`src/rtl/muldiv_pkg.sv`:
```
// Shared op encodings, FSM state type and the signed-overflow test for the M-extension unit.
// Included by muldiv_unit and muldiv_div_core.
package muldiv_pkg;

  localparam logic [2:0] OP_MUL    = 3'b000;
  localparam logic [2:0] OP_MULH   = 3'b001;
  localparam logic [2:0] OP_MULHSU = 3'b010;
  localparam logic [2:0] OP_MULHU  = 3'b011;
  localparam logic [2:0] OP_DIV    = 3'b100;
  localparam logic [2:0] OP_DIVU   = 3'b101;
  localparam logic [2:0] OP_REM    = 3'b110;
  localparam logic [2:0] OP_REMU   = 3'b111;

  typedef enum logic [1:0] {
    ST_IDLE = 2'd0,
    ST_MUL  = 2'd1,
    ST_DIV  = 2'd2,
    ST_DONE = 2'd3
  } state_e;

  // Operands arrive zero-extended to 64 bits; xlen selects the live width.
  function automatic logic div_ovf(input logic [63:0] a, input logic [63:0] b,
                                   input int unsigned xlen);
    logic [63:0] min_neg;
    logic [63:0] all_ones;
    all_ones = (xlen >= 64) ? {64{1'b1}} : ((64'd1 << xlen) - 64'd1);
    min_neg  = 64'd1 << (xlen - 1);
    return (a == min_neg) && (b == all_ones);
  endfunction

endpackage

```
`src/rtl/muldiv_div_core.sv`:
```
// Iterative restoring divider on magnitudes: loads on start, one quotient bit per cycle, XLEN cycles.
// done is a one-cycle pulse on the final step; quo/rem carry that step's result, kill aborts.
module muldiv_div_core
  import muldiv_pkg::*;
#(
  parameter int XLEN = 32
) (
  input  logic            clk,
  input  logic            rst,
  input  logic            kill,
  input  logic            start,
  input  logic [XLEN-1:0] dividend,
  input  logic [XLEN-1:0] divisor,
  output logic            done,
  output logic [XLEN-1:0] quo,
  output logic [XLEN-1:0] rem
);

  localparam int CW = $clog2(XLEN);

  logic            active_q, active_d;
  logic [CW-1:0]   cnt_q, cnt_d;
  logic [XLEN-1:0] quo_q, quo_d;
  logic [XLEN-1:0] rem_q, rem_d;
  logic [XLEN-1:0] dvs_q, dvs_d;

  logic [XLEN:0]   shifted;
  logic [XLEN:0]   trial;
  logic [XLEN-1:0] quo_step;
  logic [XLEN-1:0] rem_step;

  // trial[XLEN] is the borrow: set means the divisor did not fit this step.
  always_comb begin
    shifted  = {rem_q, quo_q[XLEN-1]};
    trial    = shifted - {1'b0, dvs_q};
    quo_step = {quo_q[XLEN-2:0], ~trial[XLEN]};
    rem_step = trial[XLEN] ? shifted[XLEN-1:0] : trial[XLEN-1:0];
    done     = active_q && (cnt_q == '0);
    quo      = quo_step;
    rem      = rem_step;
  end

  always_comb begin
    active_d = active_q;
    cnt_d    = cnt_q;
    quo_d    = quo_q;
    rem_d    = rem_q;
    dvs_d    = dvs_q;
    if (kill) begin
      active_d = 1'b0;
      cnt_d    = '0;
    end else if (start) begin
      active_d = 1'b1;
      cnt_d    = CW'(XLEN - 1);
      quo_d    = dividend;
      rem_d    = '0;
      dvs_d    = divisor;
    end else if (active_q) begin
      quo_d = quo_step;
      rem_d = rem_step;
      if (cnt_q == '0) active_d = 1'b0;
      else             cnt_d    = cnt_q - 1'b1;
    end
  end

  always_ff @(posedge clk) begin
    if (!rst) begin
      active_q <= 1'b0;
      cnt_q    <= '0;
      quo_q    <= '0;
      rem_q    <= '0;
      dvs_q    <= '0;
    end else begin
      active_q <= active_d;
      cnt_q    <= cnt_d;
      quo_q    <= quo_d;
      rem_q    <= rem_d;
      dvs_q    <= dvs_d;
    end
  end

endmodule

```
`src/rtl/muldiv_unit.sv`:
```
// RV32M/RV64M multi-cycle mul/div unit; latency 2 (MUL*), XLEN+1 (DIV/REM), 1 (div special case).
// Result held in DONE until out_ready; flush wins over all inputs. MULDIV_DIV_EN builds the divider.
module muldiv_unit
  import muldiv_pkg::*;
#(
  parameter int XLEN = 32,
  parameter int RD_W = 5
) (
  input  logic            clk,
  input  logic            rst,
  input  logic            flush,
  input  logic            in_valid,
  output logic            in_ready,
  input  logic [2:0]      op,
  input  logic [XLEN-1:0] a,
  input  logic [XLEN-1:0] b,
  input  logic [RD_W-1:0] rd_in,
  output logic            out_valid,
  input  logic            out_ready,
  output logic [XLEN-1:0] result,
  output logic [RD_W-1:0] rd_out,
  output logic            illegal,
  output logic            busy
);

  state_e            state_q, state_d;
  logic [2:0]        op_q, op_d;
  logic [RD_W-1:0]   rd_q, rd_d;
  logic [XLEN-1:0]   mag_a_q, mag_a_d;
  logic [XLEN-1:0]   mag_b_q, mag_b_d;
  logic              sign_a_q, sign_a_d;
  logic              sign_b_q, sign_b_d;
  logic [XLEN-1:0]   result_q, result_d;
  logic              illegal_q, illegal_d;

  logic              a_neg, b_neg;
  logic [XLEN-1:0]   mag_a_in, mag_b_in;
  logic [2*XLEN-1:0] prod_mag, prod;

  assign a_neg = a[XLEN-1] &&
                 ((op == OP_MULH) || (op == OP_MULHSU) || (op == OP_DIV) || (op == OP_REM));
  assign b_neg = b[XLEN-1] && ((op == OP_MULH) || (op == OP_DIV) || (op == OP_REM));
  assign mag_a_in = a_neg ? -a : a;
  assign mag_b_in = b_neg ? -b : b;

  // Signed products are formed on magnitudes and negated once at the end.
  assign prod_mag = {{XLEN{1'b0}}, mag_a_q} * {{XLEN{1'b0}}, mag_b_q};
  assign prod     = (sign_a_q ^ sign_b_q) ? -prod_mag : prod_mag;

`ifdef MULDIV_DIV_EN
  logic            b_zero, ovf, div_start, div_done;
  logic [XLEN-1:0] div_quo, div_rem, quo_fix, rem_fix;

  assign b_zero    = (b == '0);
  assign ovf       = ((op == OP_DIV) || (op == OP_REM)) && div_ovf(64'(a), 64'(b), XLEN);
  assign div_start = (state_q == ST_IDLE) && in_valid && !flush && op[2] && !b_zero && !ovf;
  assign quo_fix   = (sign_a_q ^ sign_b_q) ? -div_quo : div_quo;
  assign rem_fix   = sign_a_q ? -div_rem : div_rem;

  muldiv_div_core #(.XLEN(XLEN)) u_div_core (
    .clk      (clk),
    .rst      (rst),
    .kill     (flush),
    .start    (div_start),
    .dividend (mag_a_in),
    .divisor  (mag_b_in),
    .done     (div_done),
    .quo      (div_quo),
    .rem      (div_rem)
  );
`endif

  always_comb begin
    state_d   = state_q;
    op_d      = op_q;
    rd_d      = rd_q;
    mag_a_d   = mag_a_q;
    mag_b_d   = mag_b_q;
    sign_a_d  = sign_a_q;
    sign_b_d  = sign_b_q;
    result_d  = result_q;
    illegal_d = illegal_q;
    if (flush) begin
      state_d = ST_IDLE;
    end else begin
      case (state_q)
        ST_IDLE: begin
          if (in_valid) begin
            op_d      = op;
            rd_d      = rd_in;
            mag_a_d   = mag_a_in;
            mag_b_d   = mag_b_in;
            sign_a_d  = a_neg;
            sign_b_d  = b_neg;
            illegal_d = 1'b0;
            if (!op[2]) begin
              state_d = ST_MUL;
            end else begin
`ifdef MULDIV_DIV_EN
              // b==0 and MIN/-1 have fixed answers, so skip the divider.
              if (b_zero) begin
                state_d  = ST_DONE;
                result_d = op[1] ? a : '1;
              end else if (ovf) begin
                state_d  = ST_DONE;
                result_d = op[1] ? '0 : a;
              end else begin
                state_d  = ST_DIV;
              end
`else
              state_d   = ST_DONE;
              result_d  = '0;
              illegal_d = 1'b1;
`endif
            end
          end
        end
        ST_MUL: begin
          result_d = (op_q == OP_MUL) ? prod[XLEN-1:0] : prod[2*XLEN-1:XLEN];
          state_d  = ST_DONE;
        end
`ifdef MULDIV_DIV_EN
        ST_DIV: begin
          if (div_done) begin
            result_d = op_q[1] ? rem_fix : quo_fix;
            state_d  = ST_DONE;
          end
        end
`endif
        ST_DONE: begin
          if (out_ready) state_d = ST_IDLE;
        end
        default: state_d = ST_IDLE;
      endcase
    end
  end

  always_ff @(posedge clk) begin
    if (!rst) begin
      state_q   <= ST_IDLE;
      op_q      <= '0;
      rd_q      <= '0;
      mag_a_q   <= '0;
      mag_b_q   <= '0;
      sign_a_q  <= 1'b0;
      sign_b_q  <= 1'b0;
      result_q  <= '0;
      illegal_q <= 1'b0;
    end else begin
      state_q   <= state_d;
      op_q      <= op_d;
      rd_q      <= rd_d;
      mag_a_q   <= mag_a_d;
      mag_b_q   <= mag_b_d;
      sign_a_q  <= sign_a_d;
      sign_b_q  <= sign_b_d;
      result_q  <= result_d;
      illegal_q <= illegal_d;
    end
  end

  assign in_ready  = (state_q == ST_IDLE);
  assign out_valid = (state_q == ST_DONE);
  assign busy      = (state_q != ST_IDLE);
  assign result    = result_q;
  assign rd_out    = rd_q;
  assign illegal   = illegal_q;

endmodule
```
`config.mk`:
```
export PLATFORM = sky130hd
export DESIGN_NAME = muldiv_unit
export DESIGN_NICKNAME = d
export VERILOG_FILES = /design/src/rtl/muldiv_pkg.sv /design/src/rtl/muldiv_div_core.sv /design/src/rtl/muldiv_unit.sv
export SDC_FILE = /design/constraint.sdc
export NUM_CORES = 2
export LEC_CHECK = 0
export CAP_MARGIN = 5
export CORE_ASPECT_RATIO = 1.75
export CORE_MARGIN = 5
export CORE_UTILIZATION = 29
export DETAILED_ROUTE_END_ITERATION = 12
export SYNTH_ARGS = -nofsm -noshare
export SYNTH_HDL_FRONTEND = slang
export SYNTH_SLANG_ARGS = --single-unit
export TNS_END_PERCENT = 5
```
`constraint.sdc`:
```
create_clock -name clk -period 7.6 [get_ports clk]
set_input_delay 1.52 -clock clk [delete_from_list [all_inputs] [get_ports clk]]
set_output_delay 1.52 -clock clk [all_outputs]
set_load 0.05 [all_outputs]
```
==> out/metrics.yaml <==
drc: 0
skew_ps: 28.2
cts_buffers: 9
post_drt_via_cell_ratio: 4.99
cp_slowest_cell: "fa_1"
crit_top_cell: "fa_1"
grt_usage_pct: 19.8
ctsLongestPathBuffers: 2
dp_hpwl_microns: 134000
crit_path_start_kind: "register"
met1_length_microns: 50400
drtAntennaViolNets: 0
crit_family: "adder cells"
hold_end: "result[7]"
worstReg2RegStart: "mag_a_q[24]"
finalCritPeriodShare_pct: 115
worst_hold_slack_ps: 449
worstMarginPinSlew_ps: 1030
route.met3.wl_microns: 4860
numPortBuffers: 117
cp_num_cells: 27
outcome: "finished with violations"
pre_cts_slack_ps: -1560
cp.required_ps: 7940
drv_slew: 0
yosys_warnings: 0
worst_path_largest_cell_delay_ps: 610
grt_pass1_wl_microns: 235000
arrival_ps: 9040
routed_wl_microns: 153000
ys_seq_elements: 108
synth_sequential_area_ratio_pct: 5.11
place_inst: 7407
first_pass_iters: 7
design.core.area_sq_um: 145000
synth_area_sq_um: 42300
layoutNonFillerInstCount: 7435
die_area_sq_um: 154000
slew_headroom_pct: 31.3
ys.flop_type: "dfxtp_1"
worstHoldPathCells: 2
h-tree-depth: 3
fin_crit_ps: 8700
diodes: 0
route.met2.wl_microns: 85300
setup_ws_ps: -1100
ctsHoldBuffers: 0
drt-initial-drc-count: 1894
die_y_microns: 515
rsz0062_at_grt: "yes"
finish.utilization_pct: 36.1
critPathKind: "register to register"
end_kind: "register"
initial_utilization_pct: 29.1
grt_pass1_vias: 41047
path_clk_slew_ps: 100
num_rows: 185
worstHoldStart: "result[7]"
syn_to_final_growth_pct: 24.1
synth_cells: 4942
hold_viol_final: 0
hp-class: "register to register"
rr_worst_depth: 27
synth_nets: 6181
fmax_ghz: 0.115
leakage_nw: 25.4
insertion_delay_ps: 450
cts_tree: "done"
regToRegEndpoint: "result[31]"
post_drt_wl_per_cell_microns: 20.6
place_congestion: 0.984
power.density_nw_per_um2: 117
top_layer: "met5"
layout-drive-gt1-share_pct: 18.2
die_x_microns: 299
reg2reg_slack_ps: -1100
ioPinCount: 118
violations: "setup timing"
async_reset_ff_share_pct: 0
grt_start_max_net_pins: 70
antenna_found_initial: 4
maxCapViolCount: 0
setup_viol: 32
synth_edf_count: 0
synth.avg_cell_area_sq_um: 8.56
cts_root_buffer: "clkbuf_16"
ir_drop_uv: 176
nets: 6799
cp_max_fo: 9
worstPathBufferInverterCount: 6
synth.distinct_cells: 103
cts_num_sinks: 108
vias: 37112
grt-ovfl-total: 0
## registers in the layout, indices dropped and copies added (netlist names)
name      cells
mag_b_q      32
op_q          3
sign_b_q      1
sign_a_q      1
rd_out        5
mag_a_q      32
state_q       2
result       32
## repair_timing
action,in CTS,in global routing
resized for setup,103,61
buffers inserted,5,5
gates cloned,0,1
setup endpoints to repair,32,32
pin swaps,25,29
## power breakdown
group / leakage, nW / switching (W) / internal (W)
logic: 24.3 / 0.00275 / 0.00217
registers: 0.891 / 0.0000430 / 0.000601
clock network: 0.152 / 0.000325 / 0.000239
## cell usage in the layout, fill, tap and decap left out, drive strengths merged, types with 45 or more instances in the layout
cell type      synthesis  final
ha                   266    266
and2                 608    608
o21ai                142    142
fa                   896    896
inv                  892    895
nand3                 45     45
dfxtp                108    108
xnor2                 57     57
clkdlybuf4s50          0    116
nand2                717    717
buf                   26    793
a21oi                133    133
o211a                 56     56
xor2                  52     52
nand4                 53     53
nor2                 130    130
## metrics by stage
stage / area, sq um / TNS, ps / total power [W]
finish: 52500 / -25820 / 0.00613
global placement: 51400 / -44270 / 0.00531
CTS: 52200 / -27800 / 0.00607
global route: 52500 / -34410 / 0.00648
detailed placement: 51400 / -43380 / 0.00531
floorplan: 42500 / -4120 / 0.00293
## cell families after synthesis
logic type | synth area share, %
fa+ha+maj | 50.3
buf+inv | 10.8
simple gates | 21.2
xor+xnor | 2.31
mux | 0.388
compound gates | 9.91
flops | 5.11
## per-layer routing
metal / global-route usage [%] / vias up
li1: - / 16551
met1: 19.3 / 18969
met2: 39.4 / 1088
met3: 1.52 / 502
met4: 13.1 / 2
met5: 0 / -
## how the worst max path moves through the flow
stage,startpoint,endpoint,slack (ps)
after floorplan,mag_a_q[11],result[31],-490
after global placement,mag_b_q[10],result[31],-1600
after detailed placement,mag_b_q[10],result[31],-1560
after CTS,mag_a_q[16],result[31],-1120
after global routing,mag_a_q[7],result[31],-1350
final,mag_a_q[24],result[31],-1100
## worst min-delay path: cells and delay by family, from the launching register on
family / cells / cell delay [ps]
DFF: 1 / 320
and+or+nand+nor: 2 / 90
## synthesized netlist by cell type, types with 11 or more instances
library cell	number	area, sq um
xnor2_1	57	499
o211ai_1	19	143
a22oi_1	11	82.6
o21a_1	14	105
dfxtp_1	108	2160
nand2_1	715	2680
o21ai_0	124	621
a21oi_1	121	606
and3_1	18	113
o311ai_0	12	105
nand4_1	53	332
and2_1	606	3790
nor4_1	19	119
or3_1	42	263
a31oi_1	20	125
ha_1	266	3330
nor2_1	130	488
o211a_1	56	561
o31ai_1	17	128
clkbuf_1	276	1040
inv_1	892	3350
a211oi_1	21	158
xor2_1	52	455
a21o_1	37	278
fa_1	896	17900
buf_2	16	80.1
and4_1	17	149
a21boi_0	14	105
mux2i_1	13	130
nor3_1	42	210
o21ai_1	14	70.1
nand3_1	44	220
## final cells by class
type	instances	area [sq um]
fill	14850	92700
multi-input combinational	3639	36200
timing repair buffer	910	8010
inverter	892	3350
tap	1870	2340
sequential	108	2200
clock buffer	9	225
clock inverter	7	91.3
No activity file was read; power rests on OpenSTA's default activity.
